$ cat src/rtl/or_nor_sweep_pkg.sv
// Shared types and constants for the OR/NOR truth-table sweeper.
// Vector index is {key,x,y}; EXPECTED_TABLE is the good-stage truth table.
package or_nor_sweep_pkg;

   typedef enum logic [1:0] {
      ST_IDLE,
      ST_DRIVE,
      ST_SAMPLE,
      ST_DONE
   } state_t;

   localparam int IDX_W = 3;
   localparam int CNT_W = 4;
   localparam logic [7:0] EXPECTED_TABLE = 8'h1E;

endpackage

$ cat src/rtl/or_nor_sweep_settle.sv
// Settle timer: counts cycles while enabled, flags the last settle cycle.
// clear has the same effect as reset and wins over en.
module settle_timer
   import or_nor_sweep_pkg::*;
#(
   parameter int SETTLE = 1
) (
   input  logic clk,
   input  logic rst,
   input  logic clear,
   input  logic en,
   output logic term
);

   logic [CNT_W-1:0] cnt;

   always_ff @(posedge clk) begin
      if (rst || clear) begin
         cnt <= '0;
      end else if (en) begin
         cnt <= cnt + 1'b1;
      end
   end

   // high during the SETTLE-th DRIVE cycle
   assign term = (cnt == CNT_W'(SETTLE - 1));

endmodule

$ cat src/rtl/or_nor_sweep.sv
// Walks {key,x,y} through all 8 vectors, samples the stage result into
// sweep_table and flags pass when it matches the OR/NOR truth table.
module or_nor_sweep
   import or_nor_sweep_pkg::*;
#(
   parameter int SETTLE = 1
) (
   input  logic       clk,
   input  logic       rst,
   input  logic       start,
   input  logic       r,
   output logic       x,
   output logic       y,
   output logic       key,
   output logic       busy,
   output logic       done,
   output logic [7:0] sweep_table,
   output logic       pass
);

   state_t           state;
   state_t           state_n;
   logic [IDX_W-1:0] idx;
   logic             term;
   logic             in_drive;
   logic             last_vec;
   logic [7:0]       table_n;

   assign in_drive = (state == ST_DRIVE);
   assign last_vec = (idx == IDX_W'(7));

   settle_timer #(
      .SETTLE(SETTLE)
   ) u_settle (
      .clk  (clk),
      .rst  (rst),
      .clear(!in_drive),
      .en   (in_drive),
      .term (term)
   );

   always_comb begin
      state_n = state;
      unique case (state)
         ST_IDLE:   if (start) state_n = ST_DRIVE;
         ST_DRIVE:  if (term) state_n = ST_SAMPLE;
         ST_SAMPLE: state_n = last_vec ? ST_DONE : ST_DRIVE;
         ST_DONE:   state_n = ST_IDLE;
         default:   state_n = ST_IDLE;
      endcase
   end

   // table including this cycle's sample, so pass is valid with done
   always_comb begin
      table_n      = sweep_table;
      table_n[idx] = r;
   end

   always_ff @(posedge clk) begin
      if (rst) begin
         state       <= ST_IDLE;
         idx         <= '0;
         sweep_table <= '0;
         pass        <= 1'b0;
      end else begin
         state <= state_n;
         if (state == ST_IDLE && start) begin
            idx         <= '0;
            sweep_table <= '0;
            pass        <= 1'b0;
         end else if (state == ST_SAMPLE) begin
            sweep_table <= table_n;
            if (last_vec) begin
               pass <= (table_n == EXPECTED_TABLE);
            end else begin
               idx <= idx + 1'b1;
            end
         end
      end
   end

   always_comb begin
      {key, x, y} = '0;
      if (state == ST_DRIVE || state == ST_SAMPLE) begin
         {key, x, y} = idx;
      end
   end

   assign busy = (state == ST_DRIVE) || (state == ST_SAMPLE);
   assign done = (state == ST_DONE);

endmodule
$ cat config.mk
export PLATFORM = sky130hd
export DESIGN_NAME = or_nor_sweep
export DESIGN_NICKNAME = d
export VERILOG_FILES = /design/src/rtl/or_nor_sweep_pkg.sv /design/src/rtl/or_nor_sweep_settle.sv /design/src/rtl/or_nor_sweep.sv
export SDC_FILE = /design/constraint.sdc
export NUM_CORES = 1
export LEC_CHECK = 0
export ABC_AREA = 1
export CORE_UTILIZATION = 43
export CTS_CLUSTER_DIAMETER = 150
export CTS_CLUSTER_SIZE = 40
export DETAILED_ROUTE_END_ITERATION = 16
export PLACE_DENSITY = 0.7
export SYNTH_ARGS = -nofsm -noshare
export SYNTH_HDL_FRONTEND = slang
export SYNTH_SLANG_ARGS = --single-unit
$ cat constraint.sdc
create_clock -name clk -period 1.65 [get_ports clk]
set_input_delay 0.165 -clock clk [delete_from_list [all_inputs] [get_ports clk]]
set_output_delay 0.165 -clock clk [all_outputs]
set_load 0.01 [all_outputs]
=== Yosys cells after proc, flatten, opt, wreduce, memory -nomap -nowiden ===
Index checks and enable logic that the tools add are counted.

* Register bits after elaboration: 18
* Input port bits: 4
* Output and inout port bits: 14
* Logic and storage cells: 38

* $add $sub $neg: 2
* Magnitude comparators: 2
* Equal/unequal tests: 7
* Multiplexer cells: 10
* Bitwise gates (word level): 1
* Reductions and logical operators: 11

{| class="wikitable"
|+ Operators by type and width
! operator !! number
|-
| bitwise mux 8 bit || 1
|-
| equality test 8 x 5 -> 1 bit, second input constant || 1
|-
| case mux 2 bit (4 select lines) || 1
|-
| two-way mux 2 bit || 3
|-
| AND reduction 2 bit || 3
|-
| adder 4 x 1 -> 4 bit, second input constant || 1
|-
| equality test 2 bit, second input constant || 2
|-
| zero test 4 bit || 1
|-
| < comparator 3 x 4 -> 1 bit, second input constant || 1
|-
| two-way mux 1 bit || 4
|-
| inequality test 2 bit, second input constant || 2
|-
| adder 3 x 1 -> 3 bit, second input constant || 1
|-
| demux 1 bit (select 3 bit) || 1
|-
| equality test 3 bit, second input constant || 1
|-
| greater-or-equal comparator 3 x 1 -> 1 bit, second input constant || 1
|-
| equality test 2 x 1 -> 1 bit, second input constant || 1
|-
| logical AND 1 bit || 2
|-
| zero test 2 bit || 1
|-
| logical OR 1 bit || 2
|-
| OR reduction 2 bit || 1
|-
| zero test 1 bit || 1
|-
| inverter 1 bit || 1
|}

=== Depth between registers and ports, before layout ===
Gate-level depths: netlist of the first run.

* Depth after elaboration: 6
* Mapped depth: 9
* Gate-level depth less buffers: 8

=== Cells and area by module ===
A second synthesis of the first run with hierarchy kept.

* Cells, all modules: 161
* Area, all modules: 1096.1 µm²

{| class="wikitable"
|+ By module, submodules not included
! module !! instances !! cells an instance !! area an instance (µm²) !! seq. area each (µm²)
|-
| or_nor_sweep || 1 || 134 || 898.4 || 280.3
|-
| settle_timer || 1 || 27 || 197.7 || 80.1
|}

=== Worst setup path after synthesis of the first run ===
Ideal clock, no wire load.

* Kind: register to register
* From: register state[0]
* To: register idx[1]
* Library setup time: 86 ps
* Arrival: 1137 ps
* Required time: 1564 ps
* Path slack: 427 ps
* Cell stages (with the launch flop): 8
* Buffers on the path: 0
* Period minus slack after synthesis: 1223 ps
* Cell sequence: dfxtp_1 inv_1 ha_1 inv_1 nor2_1 inv_1 nor2_1 a211oi_1

* Longest elaborated chain between the ends: 3
* Elaborated cells on any way between the ends: 5
* Those cells by class: eq/ne: 1; reduce/logical: 4

{| class="wikitable"
|+ Ends and longest elaborated chain
! what !! RTL line !! source
|-
| start: declaration || or_nor_sweep.sv:21 || <nowiki>state_t state;</nowiki>
|-
| start signal: assignment || or_nor_sweep.sv:66 || <nowiki>state <= state_n;</nowiki>
|-
| zero test 2 bit || or_nor_sweep.sv:67 || <nowiki>if (state == ST_IDLE && start) begin</nowiki>
|-
| logical AND 1 bit || or_nor_sweep.sv:67 ||
|-
| OR reduction 2 bit (no line) || -- ||
|-
| end signal: assignment || or_nor_sweep.sv:76 || <nowiki>idx <= idx + 1'b1;</nowiki>
|-
| end: declaration || or_nor_sweep.sv:23 || <nowiki>logic [IDX_W-1:0] idx;</nowiki>
|}

Parallel ways exist; a longest one is shown, timed or not.
A chain may end at the register's enable or synchronous reset.

=== Worst setup path in the final report of the first run ===
* From: register state[1]
* To: output y

* Longest elaborated chain between the ends: 3
* Elaborated cells on any way between the ends: 4
* Those cells by class: eq/ne: 2; mux: 1; reduce/logical: 1

{| class="wikitable"
|+ Ends and longest elaborated chain
! what !! RTL line !! source
|-
| equality test 2 x 1 -> 1 bit / equality test 2 bit (equally long branches) || or_nor_sweep.sv:84 || <nowiki>if (state == ST_DRIVE || state == ST_SAMPLE) begin</nowiki>
|-
| logical OR 1 bit (*) || or_nor_sweep.sv:84 ||
|-
| two-way mux 1 bit (*) || or_nor_sweep.sv:84 ||
|-
| end: declaration || or_nor_sweep.sv:13 || <nowiki>output logic y,</nowiki>
|}

Every way passes the cells marked *; elsewhere a longest branch is shown, timed or not.

==> results of run 1 <==
-- per-layer routing --
| layer | global-route usage (%) | routed length [um] | vias to the layer above |
|---|---|---|---|
| met4 | 5.405 | 17 | 0 |
| met5 | 0 | 0 | - |
| met2 | 33.33 | 1048 | 21 |
| met3 | 6.140 | 103 | 2 |
| li1 | - | - | 540 |
| met1 | 25.81 | 1093 | 459 |
-- synthesized netlist by cell type --
master	count	area share (%)
sky130_fd_sc_hd__xor2_1	1	0.82
sky130_fd_sc_hd__nor2_2	1	0.58
sky130_fd_sc_hd__nor3_1	1	0.47
sky130_fd_sc_hd__nand2_1	42	15
sky130_fd_sc_hd__buf_6	3	3.2
sky130_fd_sc_hd__xnor2_1	1	0.82
sky130_fd_sc_hd__nor2_1	19	6.7
sky130_fd_sc_hd__dfxtp_1	18	34
sky130_fd_sc_hd__inv_1	28	9.8
sky130_fd_sc_hd__nand2_2	1	0.58
sky130_fd_sc_hd__o21ai_0	6	2.8
sky130_fd_sc_hd__a21oi_1	5	2.3
sky130_fd_sc_hd__a211oi_1	4	2.8
sky130_fd_sc_hd__ha_1	9	11
sky130_fd_sc_hd__a21oi_2	1	0.82
sky130_fd_sc_hd__nand4_1	7	4.1
sky130_fd_sc_hd__nand3_1	9	4.2
sky130_fd_sc_hd__inv_2	1	0.35
sky130_fd_sc_hd__buf_2	1	0.47
sky130_fd_sc_hd__clkbuf_1	1	0.35
-- cells by family after synthesis --
logic type               count (synthesis)
adder cells (fa/ha/maj)                  9
flip-flops                              18
buffers and inverters                   34
AND/OR/NAND/NOR                         80
XOR/XNOR                                 2
AO/OA/AOI/OAI                           16
-- state kept, by name, indices dropped and copies added, names as in the netlist --
name and flops:
idx 3, u_settle.cnt 4, pass 1, state 2, sweep_table 8
-- cell type report --
type | count | share of cell area (%)
clock buffers | 4 | 2.720
inverters | 29 | 8.161
multi-input cells | 107 | 42.87
flip-flops and latches | 18 | 27.11
well taps | 28 | 2.627
repair buffers | 24 | 16.51
-- worst min-delay path by stage --
stage	from	to	slack, ns	cells past startpoint
after floorplan	rst	state[1]$_SDFFE_PP0P_	0.23	1
after global placement	u_settle.cnt[0]$_SDFFE_PP0N_	u_settle.cnt[0]$_SDFFE_PP0N_	0.45	1
after detailed placement	u_settle.cnt[0]$_SDFFE_PP0N_	u_settle.cnt[0]$_SDFFE_PP0N_	0.47	1
after CTS	rst	state[1]$_SDFFE_PP0P_	0.45	2
after global routing	rst	state[1]$_SDFFE_PP0P_	0.47	2
final	rst	state[1]$_SDFFE_PP0P_	0.47	2
-- worst reg2reg max path, delay by kind of cell, from the launching register on --
kind            cells  cell delay, ns
simple gates        6            0.55
buf+inv             1            0.22
compound gates      1            0.11
flops               1            0.53
-- cells in the final DEF, fill, tap and decap left out, types with 6 or more instances in the layout --
cell                              synthesis  final
sky130_fd_sc_hd__buf_4                    0      7
sky130_fd_sc_hd__clkdlybuf4s50_1          0     12
sky130_fd_sc_hd__dfxtp_1                 18     17
sky130_fd_sc_hd__ha_1                     9      8
sky130_fd_sc_hd__inv_1                   28     27
sky130_fd_sc_hd__nand2_1                 42     42
sky130_fd_sc_hd__nand3_1                  9      9
sky130_fd_sc_hd__nand4_1                  7      7
sky130_fd_sc_hd__nor2_1                  19     19
sky130_fd_sc_hd__o21ai_0                  6      6
-- what timing repair did --
action / CTS / global route
pin swaps: 0 / 0
setup endpoints to repair: 4 / 4
gates cloned: 0 / 0
gates resized for setup: 6 / 2
-- power groups by stage --
| stage | logic, mW | registers (mW) | clock network (mW) |
|---|---|---|---|
| after floorplan | 0.265 | 0.526 | 0 |
| after global placement | 0.413 | 0.524 | 0 |
| after detailed placement | 0.423 | 0.526 | 0 |
| after CTS | 0.433 | 0.517 | 0.292 |
| after global routing | 0.503 | 0.524 | 0.307 |
| final | 0.431 | 0.518 | 0.282 |
-- metrics by stage --
step	hold WS (ns)	cell area [sq um]	total power [mW]	instances
after global placement	0.4467	1286	0.9373	206
final	0.4667	1334	1.231	210
after floorplan	0.2341	1071	0.7909	159
after global routing	0.4674	1334	1.334	210
after detailed placement	0.4724	1286	0.9489	206
after CTS	0.4470	1331	1.242	210
==> flow_metrics.env, run 1 <==
export IMPL_reg2reg_from="idx[0]$_SDFFE_PP0P_"
export IMPL_dpl_worst_slack_ns=0.06133
export IMPL_count_of_input_and_output_buffers=17
export IMPL_drtPass1Iterations=4
export IMPL_clock_power_share_pct=22.9
export IMPL_vdd_ir_drop_max_mv=0.6265
export IMPL_max_cap_violations=0
export IMPL_critical_path_max_fanout=4
export IMPL_detailedRoute_firstIterationViolations=26
export IMPL_setup_repair_after_global_routing_missed_its_margin="false"
export IMPL_cts_inserted_buffers=3
export IMPL_rows=17
export IMPL_timing_slew_headroom_pct=68.42
export IMPL_hold_violations=0
export IMPL_grt_first_pass_wirelength_um=4015
export IMPL_final_setup_viol_count=0
export IMPL_clkSlewWorstSetupHoldPaths_ns=0.10
export IMPL_cts_setup_buffers=0
export IMPL_cp_endpoint="y"
export IMPL_die_width_um=51.91
export IMPL_post_drt_wl_per_cell_um=10.77
export IMPL_overflow=0
export IMPL_cell_internal_pwr_mw=0.8019
export IMPL_vias_per_cell=4.867
export IMPL_synth_cell_area_sq_um=1071
export IMPL_worst_r2r_setup_slack_ns=0.20
export IMPL_share_of_layout_cells_above_drive_strength_1_pct=9.890
export IMPL_comb_power_share_pct=35.0
export IMPL_timing_critical_path_buf_inv=3
export IMPL_p_leak_nw=0.6855
export IMPL_seqPwrFrac_pct=42.1
export IMPL_clock_tree_from_tritoncts="yes"
export IMPL_syn_num_nets=172
export IMPL_h_tree_depth=1
export IMPL_yosysSeqAreaShare_pct=33.64
export IMPL_insertedDiodeCount=0
export IMPL_finalMaxSlewViolations=0
export IMPL_min_cycle_time_layout_ns=1.554
export IMPL_cts_root_buf="sky130_fd_sc_hd__clkbuf_4"
export IMPL_dpl_hpwl_um=1682
export IMPL_cp_cell_sequence="inv_1, ha_4, nand2_1, inv_1, dlygate4sd2_1"
export IMPL_timing_final_crit_share_pct=94.21
export IMPL_crit_required_ns=1.48
export IMPL_post_route_worst_setup_slack_ns=0.09560
export IMPL_syn_inst=159
export IMPL_wl_um=2262
export IMPL_power_density_nw_per_um2=922.9
export IMPL_first_global_vias=930
export IMPL_postLayoutCoreUtil_pct=58.60
export IMPL_synth_xor_area_share_pct=1.636
export IMPL_average_cell_area_after_synthesis_sq_um=6.736
export IMPL_run_status="finished clean"
export IMPL_filler_cell_count=209
export IMPL_multiInputGateArea_sq_um=571.8
export IMPL_io_pins=18
export IMPL_pin_count_of_the_biggest_net_entering_global_routing=13
export IMPL_ctsLongestPathBuffers=2
export IMPL_crit_path_end_kind="primary output"
export IMPL_core_area_sq_um=2276
export IMPL_synth_lib_cells_used_distinct=20
export IMPL_synthesis_yosys_warnings=0
export IMPL_postCtsHoldBufs=0
export IMPL_finalSetupTns_ns=0
export IMPL_worst_clock_skew_ns=0.008326
export IMPL_critical_path_startpoint="state[1]$_SDFFE_PP0P_"
export IMPL_route_antenna_remaining_nets=0
export IMPL_synth_simple_gate_area_share_pct=31.31
export IMPL_cp_top_family="buffers and inverters"
export IMPL_hold_path_class="primary input to register"
export IMPL_muxShareOfSynthArea_pct=0
export IMPL_cts_sinks=18
export IMPL_synth_compound_gate_area_share_pct=8.762
export IMPL_area_delta_synth_final_pct=24.53
export IMPL_critical_path_class="register to primary output"
export IMPL_gp_congestion=0.7961
export IMPL_worstMarginPinSlew_ns=0.4725
export IMPL_finish_net_count=196
export IMPL_critical_path_startpoint_type="register"
export IMPL_vias=1022
export IMPL_clock_latency_ns=0.30
export IMPL_worst_path_stages=5
export IMPL_synth_top_family_by_area="simple AND/OR/NAND/NOR gates"
export IMPL_power_share_switching_pct=34.86
export IMPL_synth_fa_ha_area_share_pct=10.51
export IMPL_grt_util_all_layers_pct=20.40
export IMPL_grt_antenna_before_repair=0
export IMPL_critPathArrivalTime_ns=1.39
export IMPL_achievable_frequency_mhz=643.3
export IMPL_crit_path_top_delay_cell="sky130_fd_sc_hd__dfxtp_2"
export IMPL_die_h_um=51.91
export IMPL_ff_latch_area_sq_um=361.6
export IMPL_timing_rr_end="pass$_SDFFE_PP0P_"
export IMPL_dieArea_sq_um=2694
export IMPL_timing_critical_path_mode_cell="sky130_fd_sc_hd__inv_1"
export IMPL_synth_ff_latch_count=18
export IMPL_floorplan_initialDensity_pct=47.06
export IMPL_p_switching_mw=0.4291
export IMPL_critical_path_max_stage_delay_ns=0.36
export IMPL_r2r_cells=8
export IMPL_remaining_drc_errors=0
No activity file was read; power rests on OpenSTA's default activity.
==> run 2, diff against run 1 <==
--- a/config.mk
+++ b/config.mk
@@ -6,11 +6,12 @@
 export NUM_CORES = 1
 export LEC_CHECK = 0
 export ABC_AREA = 1
-export CORE_UTILIZATION = 43
+export CORE_UTILIZATION = 51
 export CTS_CLUSTER_DIAMETER = 150
 export CTS_CLUSTER_SIZE = 40
 export DETAILED_ROUTE_END_ITERATION = 16
-export PLACE_DENSITY = 0.7
+export PLACE_DENSITY = 0.8
 export SYNTH_ARGS = -nofsm -noshare
 export SYNTH_HDL_FRONTEND = slang
 export SYNTH_SLANG_ARGS = --single-unit
+export TNS_END_PERCENT = 1
==> run 2 against run 1 <==
Against the previous run:
- sequential share of layout area is 0.085 points higher
- register-to-register slack about the same
- cell count shrank 0.48%
- critical path type unchanged
- critical endpoint is now x
- first-iteration DRC count down 62%
- worst setup slack better by 0.016 ns
- count of clock-buffer cells in the layout shrank 1
- fmax rose by 1.0%
- clock power decreased by 23%
- flip-flop and latch count did not move
- global-route usage increased by 2.7 points
- clock skew down 0.0022 ns
- total power is 4.1% lower
==> flow_metrics.env, run 2 (synthesized netlist as in run 1, its figures left out) <==
export IMPL_wl_um=2254
export IMPL_postCtsHoldBufs=0
export IMPL_critical_path_max_stage_delay_ns=0.35
export IMPL_critical_path_startpoint_type="register"
export IMPL_critical_path_max_fanout=4
export IMPL_rows=16
export IMPL_clock_tree_from_tritoncts="yes"
export IMPL_vias=1015
export IMPL_final_hold_worst_slack_ns=0.4772
export IMPL_hold_path_endpoint="state[1]$_SDFFE_PP0P_"
export IMPL_cts_sinks=18
export IMPL_final_cell_mix="sky130_fd_sc_hd__nand2_1, sky130_fd_sc_hd__inv_1, sky130_fd_sc_hd__nor2_1, sky130_fd_sc_hd__dfxtp_1, sky130_fd_sc_hd__clkdlybuf4s50_1"
export IMPL_timing_critical_path_mode_cell="sky130_fd_sc_hd__inv_1"
export IMPL_worst_clock_skew_ns=0.006124
export IMPL_overflow=0
export IMPL_remaining_drc_errors=0
export IMPL_area_delta_synth_final_pct=23.71
export IMPL_first_global_vias=866
export IMPL_crit_required_ns=1.48
export IMPL_hp_start="rst"
export IMPL_io_pins=18
export IMPL_die_width_um=47.83
export IMPL_grt_first_pass_wirelength_um=3581
export IMPL_largest_register="sweep_table"
export IMPL_finish_net_count=197
export IMPL_final_setup_viol_count=0
export IMPL_filler_cell_count=189
export IMPL_dpl_hpwl_um=1760
export IMPL_timing_rr_end="pass$_SDFFE_PP0P_"
export IMPL_finalMaxSlewViolations=0
export IMPL_worstMarginPinSlew_ns=0.4603
export IMPL_min_path_cells=2
export IMPL_timing_slew_headroom_pct=69.24
export IMPL_grt_util_all_layers_pct=23.14
export IMPL_post_drt_wl_per_cell_um=10.78
export IMPL_setup_repair_after_global_routing_missed_its_margin="false"
export IMPL_clock_latency_ns=0.29
export IMPL_reg2reg_from="idx[1]$_SDFFE_PP0P_"
export IMPL_dpl_worst_slack_ns=0.08651
export IMPL_hold_violations=0
export IMPL_route_antenna_remaining_nets=0
export IMPL_post_route_worst_setup_slack_ns=0.1113
export IMPL_min_cycle_time_layout_ns=1.539
export IMPL_critical_path_class="register to primary output"
export IMPL_core_area_sq_um=1962
export IMPL_ctsLongestPathBuffers=2
export IMPL_die_h_um=47.83
export IMPL_r2r_cells=9
export IMPL_gp_congestion=0.8781
export IMPL_drtPass1Iterations=4
export IMPL_hold_path_class="primary input to register"
export IMPL_max_cap_violations=0
export IMPL_vias_per_cell=4.856
export IMPL_detailedRoute_firstIterationViolations=10
export IMPL_finalSetupTns_ns=0
export IMPL_count_of_input_and_output_buffers=17
export IMPL_grt_antenna_before_repair=0
export IMPL_share_of_layout_cells_above_drive_strength_1_pct=9.341
export IMPL_timing_final_crit_share_pct=93.25
export IMPL_cts_root_buf="sky130_fd_sc_hd__clkbuf_4"
export IMPL_clkSlewWorstSetupHoldPaths_ns=0.10
export IMPL_run_status="finished clean"
export IMPL_h_tree_depth=1
export IMPL_cp_cell_sequence="inv_1, ha_4, nand2_1, inv_1, dlygate4sd2_1"
export IMPL_layout_cells_most_common="sky130_fd_sc_hd__nand2_1"
export IMPL_insertedDiodeCount=0
export IMPL_achievable_frequency_mhz=649.9
export IMPL_crit_path_top_delay_cell="sky130_fd_sc_hd__dfxtp_1"
export IMPL_vdd_ir_drop_max_mv=0.7225
export IMPL_largest_registers="sweep_table (8), u_settle.cnt (4), idx (3)"
export IMPL_pin_count_of_the_biggest_net_entering_global_routing=13
export IMPL_cts_inserted_buffers=3
export IMPL_dieArea_sq_um=2287
export IMPL_p_leak_nw=0.6832
export IMPL_largest_register_ff_count=8
export IMPL_critPathArrivalTime_ns=1.37
export IMPL_worst_r2r_setup_slack_ns=0.20
export IMPL_power_density_nw_per_um2=890.6
export IMPL_floorplan_initialDensity_pct=54.59
export IMPL_crit_path_end_kind="primary output"
==> run 2: cell types whose count changed in the layout (fill, tap and decap cells not counted), sizes merged <==
cell    delta
buf        +1
clkbuf     -1
==> run 2: how the worst max path moves through the flow <==
stage                               end                   from  slack [ns]
detailed placement                    x  state[0]$_SDFFE_PP0P_        0.09
finish                                x  state[1]$_SDFFE_PP0P_        0.11
global placement                      x  state[0]$_SDFFE_PP0P_        0.13
floorplan           idx[1]$_SDFFE_PP0P_  state[0]$_SDFFE_PP0P_        0.43
CTS                                done  state[0]$_SDFFE_PP0P_        0.03
global route                        key  state[0]$_SDFFE_PP0P_        0.02
==> run 2: where the power goes <==
group / internal [mW] / switching [mW]
logic: 0.198 / 0.252
registers: 0.477 / 0.0344
clock network: 0.0850 / 0.133
total: 0.760 / 0.420
==> run 2: worst max-delay path, delay by kind of cell (launching register included) <==
family,cells,cell delay (ns)
buf+inv,3,0.39
flops,1,0.35
fa+ha+maj,1,0.29
simple gates,1,0.05
==> run 2: layout make-up <==
| type | instances | area (sq um) | share of cell area [%] |
|---|---|---|---|
| Clock buffer | 3 | 22.52 | 1.700 |
| Inverter | 29 | 108.9 | 8.215 |
| Multi-Input combinational cell | 107 | 571.8 | 43.15 |
| Sequential cell | 18 | 360.3 | 27.20 |
| Tap cell | 27 | 33.78 | 2.550 |
| Timing Repair Buffer | 25 | 227.7 | 17.19 |
==> run 2: timing repair <==
item                       4_1_cts  5_1_grt
setup endpoints to repair        4        1
setup buffers                    0        0
resized for setup                6        1
==> run 2: metal layers <==
| metal | global-route usage [%] | wire length (um) | vias to the layer above | part of all wire, % |
|---|---|---|---|---|
| met4 | 10.00 | 29 | 0 | 1.3 |
| met1 | 27.69 | 1001 | 450 | 44 |
| met2 | 40.00 | 1143 | 15 | 51 |
| met3 | 4.528 | 79 | 4 | 3.5 |
| met5 | 0 | 0 | - | 0 |
| li1 | - | - | 546 | - |
==> run 2: stage by stage <==
stage	std cells	util, %	area, sq um	power [mW]
2_1_floorplan	159	-	1071	0.7909
3_3_place_gp	206	65.88	1292	0.9394
3_5_place_dp	206	65.88	1292	0.9580
4_1_cts	209	67.41	1323	1.185
5_1_grt	209	67.54	1325	1.265
6_report	209	67.54	1325	1.180
